### src/rtl/calc_pkg.sv
// Shared types for the keypad calculator sequencer: FSM state encoding and ALU op codes.
package calc_pkg;

  typedef enum logic [2:0] {
    S_IDLE = 3'd0,
    S_A    = 3'd1,
    S_B    = 3'd2,
    S_EXEC = 3'd3,
    S_RES  = 3'd4
  } state_e;

  typedef enum logic [1:0] {
    OP_ADD  = 2'b00,
    OP_SUB  = 2'b01,
    OP_RSUB = 2'b10,
    OP_PASS = 2'b11
  } op_e;

endpackage

### src/rtl/calc_if.sv
// Keypad-side controls and display-side results of the calculator sequencer, bundled as one port.
interface calc_if #(
  parameter int WIDTH = 8,
  parameter int CNT_W = 8
);
  logic             enter;
  logic             abort;
  logic             chain;
  logic [1:0]       op_sel;
  logic [WIDTH-1:0] operand_in;
  logic             clr_input;
  logic [WIDTH-1:0] a_reg;
  logic [WIDTH-1:0] b_reg;
  logic [WIDTH-1:0] result;
  logic             ovf;
  logic             disp_sel;
  logic [WIDTH-1:0] disp_value;
  logic [CNT_W-1:0] op_count;
  logic             busy;

  modport slave (
    input  enter, abort, chain, op_sel, operand_in,
    output clr_input, a_reg, b_reg, result, ovf, disp_sel, disp_value, op_count, busy
  );

  modport master (
    output enter, abort, chain, op_sel, operand_in,
    input  clr_input, a_reg, b_reg, result, ovf, disp_sel, disp_value, op_count, busy
  );
endinterface

### src/rtl/calc_alu.sv
// Combinational signed ALU: one guard bit detects overflow, optional clamp to the signed limits.
module calc_alu
  import calc_pkg::*;
#(
  parameter int WIDTH    = 8,
  parameter bit SATURATE = 1'b0
) (
  input  logic [WIDTH-1:0] a,
  input  logic [WIDTH-1:0] b,
  input  op_e              op,
  output logic [WIDTH-1:0] y,
  output logic             ovf
);

  logic [WIDTH:0] ax;
  logic [WIDTH:0] bx;
  logic [WIDTH:0] sum;

  always_comb begin
    ax = {a[WIDTH-1], a};
    bx = {b[WIDTH-1], b};
    sum = ax;
    case (op)
      OP_ADD:  sum = ax + bx;
      OP_SUB:  sum = ax - bx;
      OP_RSUB: sum = bx - ax;
      OP_PASS: sum = ax;
      default: sum = ax;
    endcase
    // guard bit disagreeing with the MSB means the true result left the WIDTH-bit range
    ovf = sum[WIDTH] ^ sum[WIDTH-1];
    y   = sum[WIDTH-1:0];
    if (SATURATE && ovf) begin
      y = sum[WIDTH] ? {1'b1, {(WIDTH-1){1'b0}}} : {1'b0, {(WIDTH-1){1'b1}}};
    end
  end

endmodule

### src/rtl/calc_sequencer.sv
// Keypad calculator sequencer: captures A and B on ENTER, runs one registered ALU op,
// shows the result and optionally chains it into the next operation.
//
// state  | meaning
// S_IDLE | input unit held clear, waiting for first ENTER
// S_A    | operand A being keyed in
// S_B    | operand B being keyed in (A latched or chained from result)
// S_EXEC | one-cycle ALU execute, result/ovf/op_count registered on exit
// S_RES  | result on display; ENTER starts next op (chain selects A source)
module calc_sequencer
  import calc_pkg::*;
#(
  parameter int WIDTH    = 8,
  parameter int CNT_W    = 8,
  parameter bit SATURATE = 1'b0
) (
  input  logic CLK,
  input  logic CLR,
  calc_if.slave bus
);

  state_e           state_q,     state_d;
  op_e              op_q,        op_d;
  logic [WIDTH-1:0] a_q,         a_d;
  logic [WIDTH-1:0] b_q,         b_d;
  logic [WIDTH-1:0] result_q,    result_d;
  logic             ovf_q,       ovf_d;
  logic             clr_input_q, clr_input_d;
  logic [CNT_W-1:0] cnt_q,       cnt_d;
  logic [WIDTH-1:0] alu_y;
  logic             alu_ovf;

  calc_alu #(
    .WIDTH    (WIDTH),
    .SATURATE (SATURATE)
  ) u_alu (
    .a   (a_q),
    .b   (b_q),
    .op  (op_q),
    .y   (alu_y),
    .ovf (alu_ovf)
  );

  always_comb begin
    state_d     = state_q;
    op_d        = op_q;
    a_d         = a_q;
    b_d         = b_q;
    result_d    = result_q;
    ovf_d       = ovf_q;
    cnt_d       = cnt_q;
    clr_input_d = 1'b0;

    if (bus.abort) begin
      state_d = S_IDLE;
      a_d     = '0;
      b_d     = '0;
    end else begin
      case (state_q)
        S_IDLE: begin
          if (bus.enter) state_d = S_A;
        end
        S_A: begin
          if (bus.enter) begin
            a_d         = bus.operand_in;
            clr_input_d = 1'b1;
            state_d     = S_B;
          end
        end
        S_B: begin
          if (bus.enter) begin
            b_d         = bus.operand_in;
            op_d        = op_e'(bus.op_sel);
            clr_input_d = 1'b1;
            state_d     = S_EXEC;
          end
        end
        S_EXEC: begin
          // ENTER is deliberately ignored here; execute always takes exactly one cycle
          result_d = alu_y;
          ovf_d    = alu_ovf;
          cnt_d    = cnt_q + CNT_W'(1);
          state_d  = S_RES;
        end
        S_RES: begin
          if (bus.enter) begin
            clr_input_d = 1'b1;
            b_d         = '0;
            if (bus.chain) begin
              a_d     = result_q;
              state_d = S_B;
            end else begin
              a_d     = '0;
              state_d = S_A;
            end
          end
        end
        default: state_d = S_IDLE;
      endcase
    end

    // input unit is held clear for as long as the sequencer sits idle
    if (state_d == S_IDLE) clr_input_d = 1'b1;
  end

  always_ff @(posedge CLK or negedge CLR) begin
    if (!CLR) begin
      state_q     <= S_IDLE;
      op_q        <= OP_ADD;
      a_q         <= '0;
      b_q         <= '0;
      result_q    <= '0;
      ovf_q       <= 1'b0;
      clr_input_q <= 1'b1;
      cnt_q       <= '0;
    end else begin
      state_q     <= state_d;
      op_q        <= op_d;
      a_q         <= a_d;
      b_q         <= b_d;
      result_q    <= result_d;
      ovf_q       <= ovf_d;
      clr_input_q <= clr_input_d;
      cnt_q       <= cnt_d;
    end
  end

  assign bus.clr_input  = clr_input_q;
  assign bus.a_reg      = a_q;
  assign bus.b_reg      = b_q;
  assign bus.result     = result_q;
  assign bus.ovf        = ovf_q;
  assign bus.op_count   = cnt_q;
  assign bus.busy       = (state_q == S_EXEC);
  assign bus.disp_sel   = (state_q == S_RES);
  assign bus.disp_value = bus.disp_sel ? result_q : bus.operand_in;

endmodule

### src/flat_wrapper.sv
// flat-port wrapper written by rule: the top's interface ports become plain ports
module calc_sequencer_flat import calc_pkg::*;
#(
  parameter int WIDTH    = 8,
  parameter int CNT_W    = 8,
  parameter bit SATURATE = 1'b0
)
  (CLK, CLR, bus_enter, bus_abort, bus_chain, bus_op_sel, bus_operand_in, bus_clr_input, bus_a_reg, bus_b_reg, bus_result, bus_ovf, bus_disp_sel, bus_disp_value, bus_op_count, bus_busy);
  calc_if #(.WIDTH(WIDTH), .CNT_W(CNT_W)) bus_i ();
  input  logic CLK;
  input  logic CLR;
  input wire logic [$bits(bus_i.enter)-1:0] bus_enter;
  input wire logic [$bits(bus_i.abort)-1:0] bus_abort;
  input wire logic [$bits(bus_i.chain)-1:0] bus_chain;
  input wire logic [$bits(bus_i.op_sel)-1:0] bus_op_sel;
  input wire logic [$bits(bus_i.operand_in)-1:0] bus_operand_in;
  output wire logic [$bits(bus_i.clr_input)-1:0] bus_clr_input;
  output wire logic [$bits(bus_i.a_reg)-1:0] bus_a_reg;
  output wire logic [$bits(bus_i.b_reg)-1:0] bus_b_reg;
  output wire logic [$bits(bus_i.result)-1:0] bus_result;
  output wire logic [$bits(bus_i.ovf)-1:0] bus_ovf;
  output wire logic [$bits(bus_i.disp_sel)-1:0] bus_disp_sel;
  output wire logic [$bits(bus_i.disp_value)-1:0] bus_disp_value;
  output wire logic [$bits(bus_i.op_count)-1:0] bus_op_count;
  output wire logic [$bits(bus_i.busy)-1:0] bus_busy;
  assign bus_i.enter = bus_enter;
  assign bus_i.abort = bus_abort;
  assign bus_i.chain = bus_chain;
  assign bus_i.op_sel = bus_op_sel;
  assign bus_i.operand_in = bus_operand_in;
  assign bus_clr_input = bus_i.clr_input;
  assign bus_a_reg = bus_i.a_reg;
  assign bus_b_reg = bus_i.b_reg;
  assign bus_result = bus_i.result;
  assign bus_ovf = bus_i.ovf;
  assign bus_disp_sel = bus_i.disp_sel;
  assign bus_disp_value = bus_i.disp_value;
  assign bus_op_count = bus_i.op_count;
  assign bus_busy = bus_i.busy;
  calc_sequencer #(.WIDTH(WIDTH), .CNT_W(CNT_W), .SATURATE(SATURATE)) u_core (.CLK(CLK), .CLR(CLR), .bus(bus_i));
endmodule
### config.mk
export PLATFORM = sky130hd
export DESIGN_NAME = calc_sequencer_flat
export DESIGN_NICKNAME = d
export VERILOG_FILES = /design/src/rtl/calc_pkg.sv /design/src/rtl/calc_if.sv /design/src/rtl/calc_alu.sv /design/src/rtl/calc_sequencer.sv /design/src/flat_wrapper.sv
export SDC_FILE = /design/constraint.sdc
export NUM_CORES = 1
export LEC_CHECK = 0
export CAP_MARGIN = 5
export CORE_UTILIZATION = 52
export DETAILED_ROUTE_END_ITERATION = 7
export GPL_ROUTABILITY_DRIVEN = 0
export PLACE_DENSITY = 0.81
export SYNTH_ARGS = -nofsm -noshare
export SYNTH_HDL_FRONTEND = slang
export SYNTH_SLANG_ARGS = --single-unit
### constraint.sdc
create_clock -name CLK -period 4 [get_ports CLK]
set_input_delay 0.8 -clock CLK [delete_from_list [all_inputs] [get_ports CLK]]
set_output_delay 0.8 -clock CLK [all_outputs]
set_load 0.1 [all_outputs]
==> qor.csv, run 1 <==
metric,value,unit
grt_util_all_layers,0.276,
cp.required,4160,ps
synth_nets,367,
arrival,3530,ps
status,"finished, final reports clean",
post_cts_buffers,0,
report.final.slew_viol_count,0,
skew,7.17,ps
critical_path_class,flip-flop to flip-flop,
slowest_delay,550,ps
num_vias,2577,
first_pass_iters,4,
clock-sinks,39,
synth_area,2780,sq um
utilization,0.673,
synth_cells,332,
seq_area_frac_synth,0.351,
tightestPinTransition,985,ps
powerDensity,479,nW/um^2
crit_path_start_kind,flip-flop,
clockBufferDepth,2,
grt_pass1_vias,2393,
async_flop_share,1.00,
path_buf_inv,0,
htreeDepth,2,
portBuffers,58,
hold_viol_final,0,
setup_ws,635,ps
hold_start,u_core.bus.op_count[7],
start_util,0.542,
slew_headroom,0.341,
period_needed,3360,ps
clkLatencyLatePin,290,ps
multi_input_area,1680,sq um
dp_slack,672,ps
ys_ff_latch,39,
synth_most_common_cell,nand2_1,
p_leak,0.00152,uW
cts-hold-fix-buffers,0,
dp_hpwl,5.36,mm
layout.nets,419,
cts_tree,done,
crit_path_end_kind,flip-flop,
wl_per_cell,15.3,um
rsz0062_at_grt,false,
dieArea,5650,sq um
ys_top_cells_by_count,"nand2_1, dfrtp_1, o21ai_0",
fin_area,3460,sq um
path_max_fanout,15,
p_clk_frac,0.153,
final-seq-area,977,sq um
max_freq,297,MHz
syn2layout_area_growth,24.2,%
wl,6.94,mm
setup_tns,0,ps
met3_usage,0.0375,
p_switching,824,uW
r2r_cells,10,
drive_above_1_share,0.0857,
r2r-start,u_core.op_q[0],
route.detailed.drc,0,
clk_pin_slew,70,ps
ys.flop_type,dfrtp_1,
crit_cells,10,
synth_area_per_cell,8.39,sq um
seqPwrFrac,0.318,
grtUsageMet1,0.400,
yosysWarnings,0,
synth_top_area_share,0.342,
top_level_ports,59,
gr-total-overflow,0,
met2_usage,0.449,
vias_per_cell,5.66,
p_comb_frac,0.529,
synth_edf_count,0,
place_area,3380,sq um
die_width,75.2,um
intPower,831,uW
synth_top_area_cell,dfrtp_1,
crit_family,compound AO/OA/AOI/OAI gates,
path_cells,"nor2b_1, mux2i_1, fa_1, a21o_1, a221o_1, o41ai_2, nor3_1, o32ai_1, xor2_1, o21ai_1",
ys_top_cells_by_area,"dfrtp_1, nand2_1, ha_1",
cts-resized-gates,0,
drt_iter0_markers,201,
whs_path_depth,1,
timing.final.crit_share,0.841,
top_usage_layer,met2,
max_cap_violations,0,
ant_nets,0,
die_y,75.2,um
antenna_found_initial,0,
diodes,0,
crit_start,u_core.op_q[0],
grt_pass1_wl,11.6,mm
cts_buffers,5,
swShare,0.498,
setup_viol,0,
cts-root-buf,clkbuf_8,
vdd_drop_max,0.409,mV
hp-class,flip-flop to flip-flop,
core-area,5140,sq um
core.rowCount,26,
grt_max_degree,40,
ys_types,49,
fill_cells,461,
cp_slowest_cell,dfrtp_1,
## worst reg2reg max path, cell delays in order, from the launching register on
cell and delay (ps):
dfrtp_1 550, nor2b_1 550, mux2i_1 220, fa_1 460
a21o_1 190, a221o_1 330, o41ai_2 270, nor3_1 80
o32ai_1 330, xor2_1 190, o21ai_1 80
## logic make-up (layout without fill, tap and decap cells)
group	count (synthesis)	count (layout)	share of synthesized area
flip-flops	39	39	0.351
multiplexers	5	5	0.0189
AO/OA/AOI/OAI	88	88	0.213
buffers and inverters	33	86	0.0458
XOR/XNOR	23	23	0.0724
AND/OR/NAND/NOR	124	124	0.204
adder cells (fa/ha/maj)	20	20	0.0953
## final timing paths
path	end	slack (ps)
max	u_core.bus.ovf	640
min	u_core.bus.op_count[7]	470
max reg2reg	u_core.bus.ovf	640
min reg2reg	u_core.bus.op_count[7]	470
max in group asynchronous	u_core.op_q[1]	2850
min in group asynchronous	u_core.bus.result[2]	620
## metal layers
layer | vias up | share of wire
met5 | - | 0
met4 | 0 | 0.0086
met3 | 7 | 0.044
met2 | 63 | 0.47
met1 | 1244 | 0.47
li1 | 1263 | -
## layout make-up
cell class              instances  area share
clock buffers                   7      0.0221
multi-input cells             260       0.486
repair buffers                 60       0.164
well taps                      70      0.0253
inverters                      18      0.0195
flip-flops and latches         39       0.283
clock inverters                 1     0.00145
## per-stage QoR
step	power, uW	std cells	hold slack [ps]
after detailed placement	1400	447	465
after floorplan	1190	332	504
after CTS	1660	455	476
after global routing	1740	455	516
after global placement	1390	447	460
final	1660	455	474
## placed cells by master (no fill, tap or decap), types with 3 or more instances in the layout
cell type,netlist,layout
a32o_1,3,3
mux2i_1,3,3
and3_1,5,5
clkdlybuf4s50_1,0,47
nand2b_1,6,6
dfrtp_1,38,38
nand4_1,3,3
clkbuf_8,0,5
xnor2_1,18,18
nor2_1,23,23
ha_1,18,18
a21o_1,8,8
a22oi_1,4,4
nor2b_1,5,5
a31oi_1,3,3
o21a_1,7,7
o21ai_0,24,24
xor2_1,5,5
buf_4,0,12
nor3_1,10,10
nand2_1,62,62
a21oi_1,22,22
inv_1,18,18
## power by group through the flow
stage | combinational, uW | clock, uW | sequential [uW]
2_1_floorplan | 357 | 0 | 836
3_3_place_gp | 857 | 0 | 530
3_5_place_dp | 872 | 0 | 531
4_1_cts | 875 | 258 | 524
5_1_grt | 934 | 269 | 536
6_report | 876 | 254 | 526
Power figures use the tool's default switching activity.
==> run 2, diff against run 1 <==
==> constraint.sdc (replaced) <==
create_clock -name CLK -period 3.1 [get_ports CLK]
set_input_delay 0.62 -clock CLK [delete_from_list [all_inputs] [get_ports CLK]]
set_output_delay 0.62 -clock CLK [all_outputs]
set_load 0.1 [all_outputs]
==> run 2 against run 1 <==
  * Non-clock buffer count is 9 higher
  * Worst setup slack got worse by 580 ps
  * Sequential cell count stayed put
  * Clock skew rose by 5.5 ps
  * Count of clock-buffer cells in the layout decreased by 1
  * Fmax grew 10%
  * Total power grew 43%
  * Global-route usage grew 0.35 points
  * Die area stayed put
  * Sequential share of layout area is 1.1 points lower
  * Design area up 5.5%
  * Clock power is 98% higher
  * Highest routed layer unchanged
==> qor.csv, run 2 (same netlist as run 1, synthesis figures left out) <==
metric,value,unit,change
syn2layout_area_growth,31.1,%,was 24.2%
wl_per_cell,15.6,um,was 15.3 um
status,"finished, final reports clean",,unchanged
critical_path_class,flip-flop to flip-flop,,unchanged
grt_pass1_vias,2340,,was 2393
crit_path_end_kind,flip-flop,,unchanged
cts-root-buf,clkbuf_8,,unchanged
diodes,0,,unchanged
path_max_fanout,5,,was 15
intPower,1260,uW,was 831 uW
start_util,0.542,,unchanged
slew_headroom,0.420,,was 0.341
tightestPinTransition,870,ps,was 985 ps
rsz0062_at_grt,true,,was false
drive_above_1_share,0.216,,was 0.0857
setup_viol,0,,unchanged
vias_per_cell,5.68,,was 5.66
utilization,0.710,,was 0.673
p_clk_frac,0.213,,was 0.153
clockBufferDepth,2,,unchanged
timing.final.crit_share,0.983,,was 0.841
core.rowCount,26,,unchanged
hp-class,input pin to async pin,,was flip-flop to flip-flop
crit_path_start_kind,flip-flop,,unchanged
fin_area,3650,sq um,was 3460 sq um
grt_pass1_wl,11.8,mm,was 11.6 mm
skew,12.6,ps,was 7.17 ps
layout.nets,428,,was 419
place_area,3460,sq um,was 3380 sq um
fill_cells,422,,was 461
clock-sinks,39,,unchanged
ant_nets,0,,unchanged
clkLatencyLatePin,290,ps,about the same
grt_max_degree,40,,unchanged
die_y,75.2,um,unchanged
dieArea,5650,sq um,unchanged
arrival,3210,ps,was 3530 ps
max_cap_violations,0,,unchanged
grt_util_all_layers,0.280,,was 0.276
p_comb_frac,0.506,,was 0.529
vdd_drop_max,0.468,mV,was 0.409 mV
cp.required,3270,ps,was 4160 ps
route.detailed.drc,0,,unchanged
drt_iter0_markers,189,,was 201
seqPwrFrac,0.281,,was 0.318
top_level_ports,59,,unchanged
clk_pin_slew,80,ps,was 70 ps
powerDensity,647,nW/um^2,was 479 nW/um^2
core-area,5140,sq um,unchanged
htreeDepth,2,,unchanged
gr-total-overflow,0,,unchanged
max_freq,328,MHz,was 297 MHz
final_cell_mix,"nand2_1, buf_4, dfrtp_1",,"was nand2_1, clkdlybuf4s50_1, dfrtp_1"
mostFrequentLayoutCell,nand2_1,,unchanged
multi_input_area,1710,sq um,was 1680 sq um
cts_buffers,5,,unchanged
antenna_found_initial,0,,unchanged
p_leak,0.00168,uW,was 0.00152 uW
portBuffers,58,,unchanged
wl,7.26,mm,was 6.94 mm
num_vias,2637,,was 2577
cts_tree,done,,unchanged
period_needed,3050,ps,was 3360 ps
final-seq-area,991,sq um,was 977 sq um
die_width,75.2,um,unchanged
hold_viol_final,0,,unchanged
swShare,0.465,,was 0.498
dp_hpwl,5.45,mm,was 5.36 mm
report.final.slew_viol_count,0,,unchanged
first_pass_iters,5,,was 4
p_switching,1100,uW,was 824 uW
-- run 2: worst max-delay path: stages, from the launching register on --
cell and delay (ps):
dfrtp_4 520, nor3_4 200, and3_1 190, nor2_1 60
xnor2_1 130, ha_1 350, and3_1 190, a221o_1 350
o41ai_2 340, nor3_1 100, o32ai_2 220, xor2_1 200
o21ai_1 80
-- run 2: cell type report --
cell class | instances | area share
clock buffers | 6 | 0.0199
clock inverters | 2 | 0.0165
inverters | 18 | 0.0185
multi-input cells | 260 | 0.469
flip-flops and latches | 39 | 0.272
well taps | 70 | 0.0240
repair buffers | 69 | 0.181
-- run 2: repair_timing --
action	in CTS	in global routing
hold buffers	0	0
setup endpoints to repair	0	1
setup buffers	0	3
resized for setup	0	5
hold endpoints to repair	0	0
-- run 2: metal layers --
metal,global-route usage,vias to the layer above,wire [um],share of wire
met4,0.0679,0,85,0.012
met3,0.0402,10,478,0.066
met5,0,-,0,0
li1,-,1276,-,-
met2,0.416,92,3290,0.45
met1,0.430,1259,3410,0.47
-- run 2: worst paths after layout --
path                       slack [ps]                     end  depth (start not counted)              startpoint
setup / recovery                   50          u_core.bus.ovf                         12     u_core.bus.a_reg[3]
min in group CLK                  490  u_core.bus.op_count[7]                          1  u_core.bus.op_count[7]
setup reg to reg                   50          u_core.bus.ovf                         12     u_core.bus.a_reg[3]
max in group asynchronous        2020     u_core.bus.a_reg[4]                          1                     CLR
hold / removal                    440  u_core.bus.op_count[4]                          1                     CLR
hold reg to reg                   490  u_core.bus.op_count[7]                          1  u_core.bus.op_count[7]
-- run 2: power groups by stage --
stage,clock network [uW],registers [uW],logic [uW]
finish,503,663,1190
global route,529,674,1270
CTS,506,660,1170
detailed placement,0,668,1170
global placement,0,668,1150
floorplan,0,1080,461
-- run 2: through the flow --
stage	hold WS [ps]	total power (uW)	instances	setup TNS [ps]	setup slack [ps]
2_1_floorplan	324	1540	332	0	4.76
3_3_place_gp	462	1820	453	0	153
3_5_place_dp	482	1840	453	0	56.1
4_1_cts	461	2340	461	0	45.5
5_1_grt	506	2470	464	-119	-119
6_report	437	2360	464	0	54.1
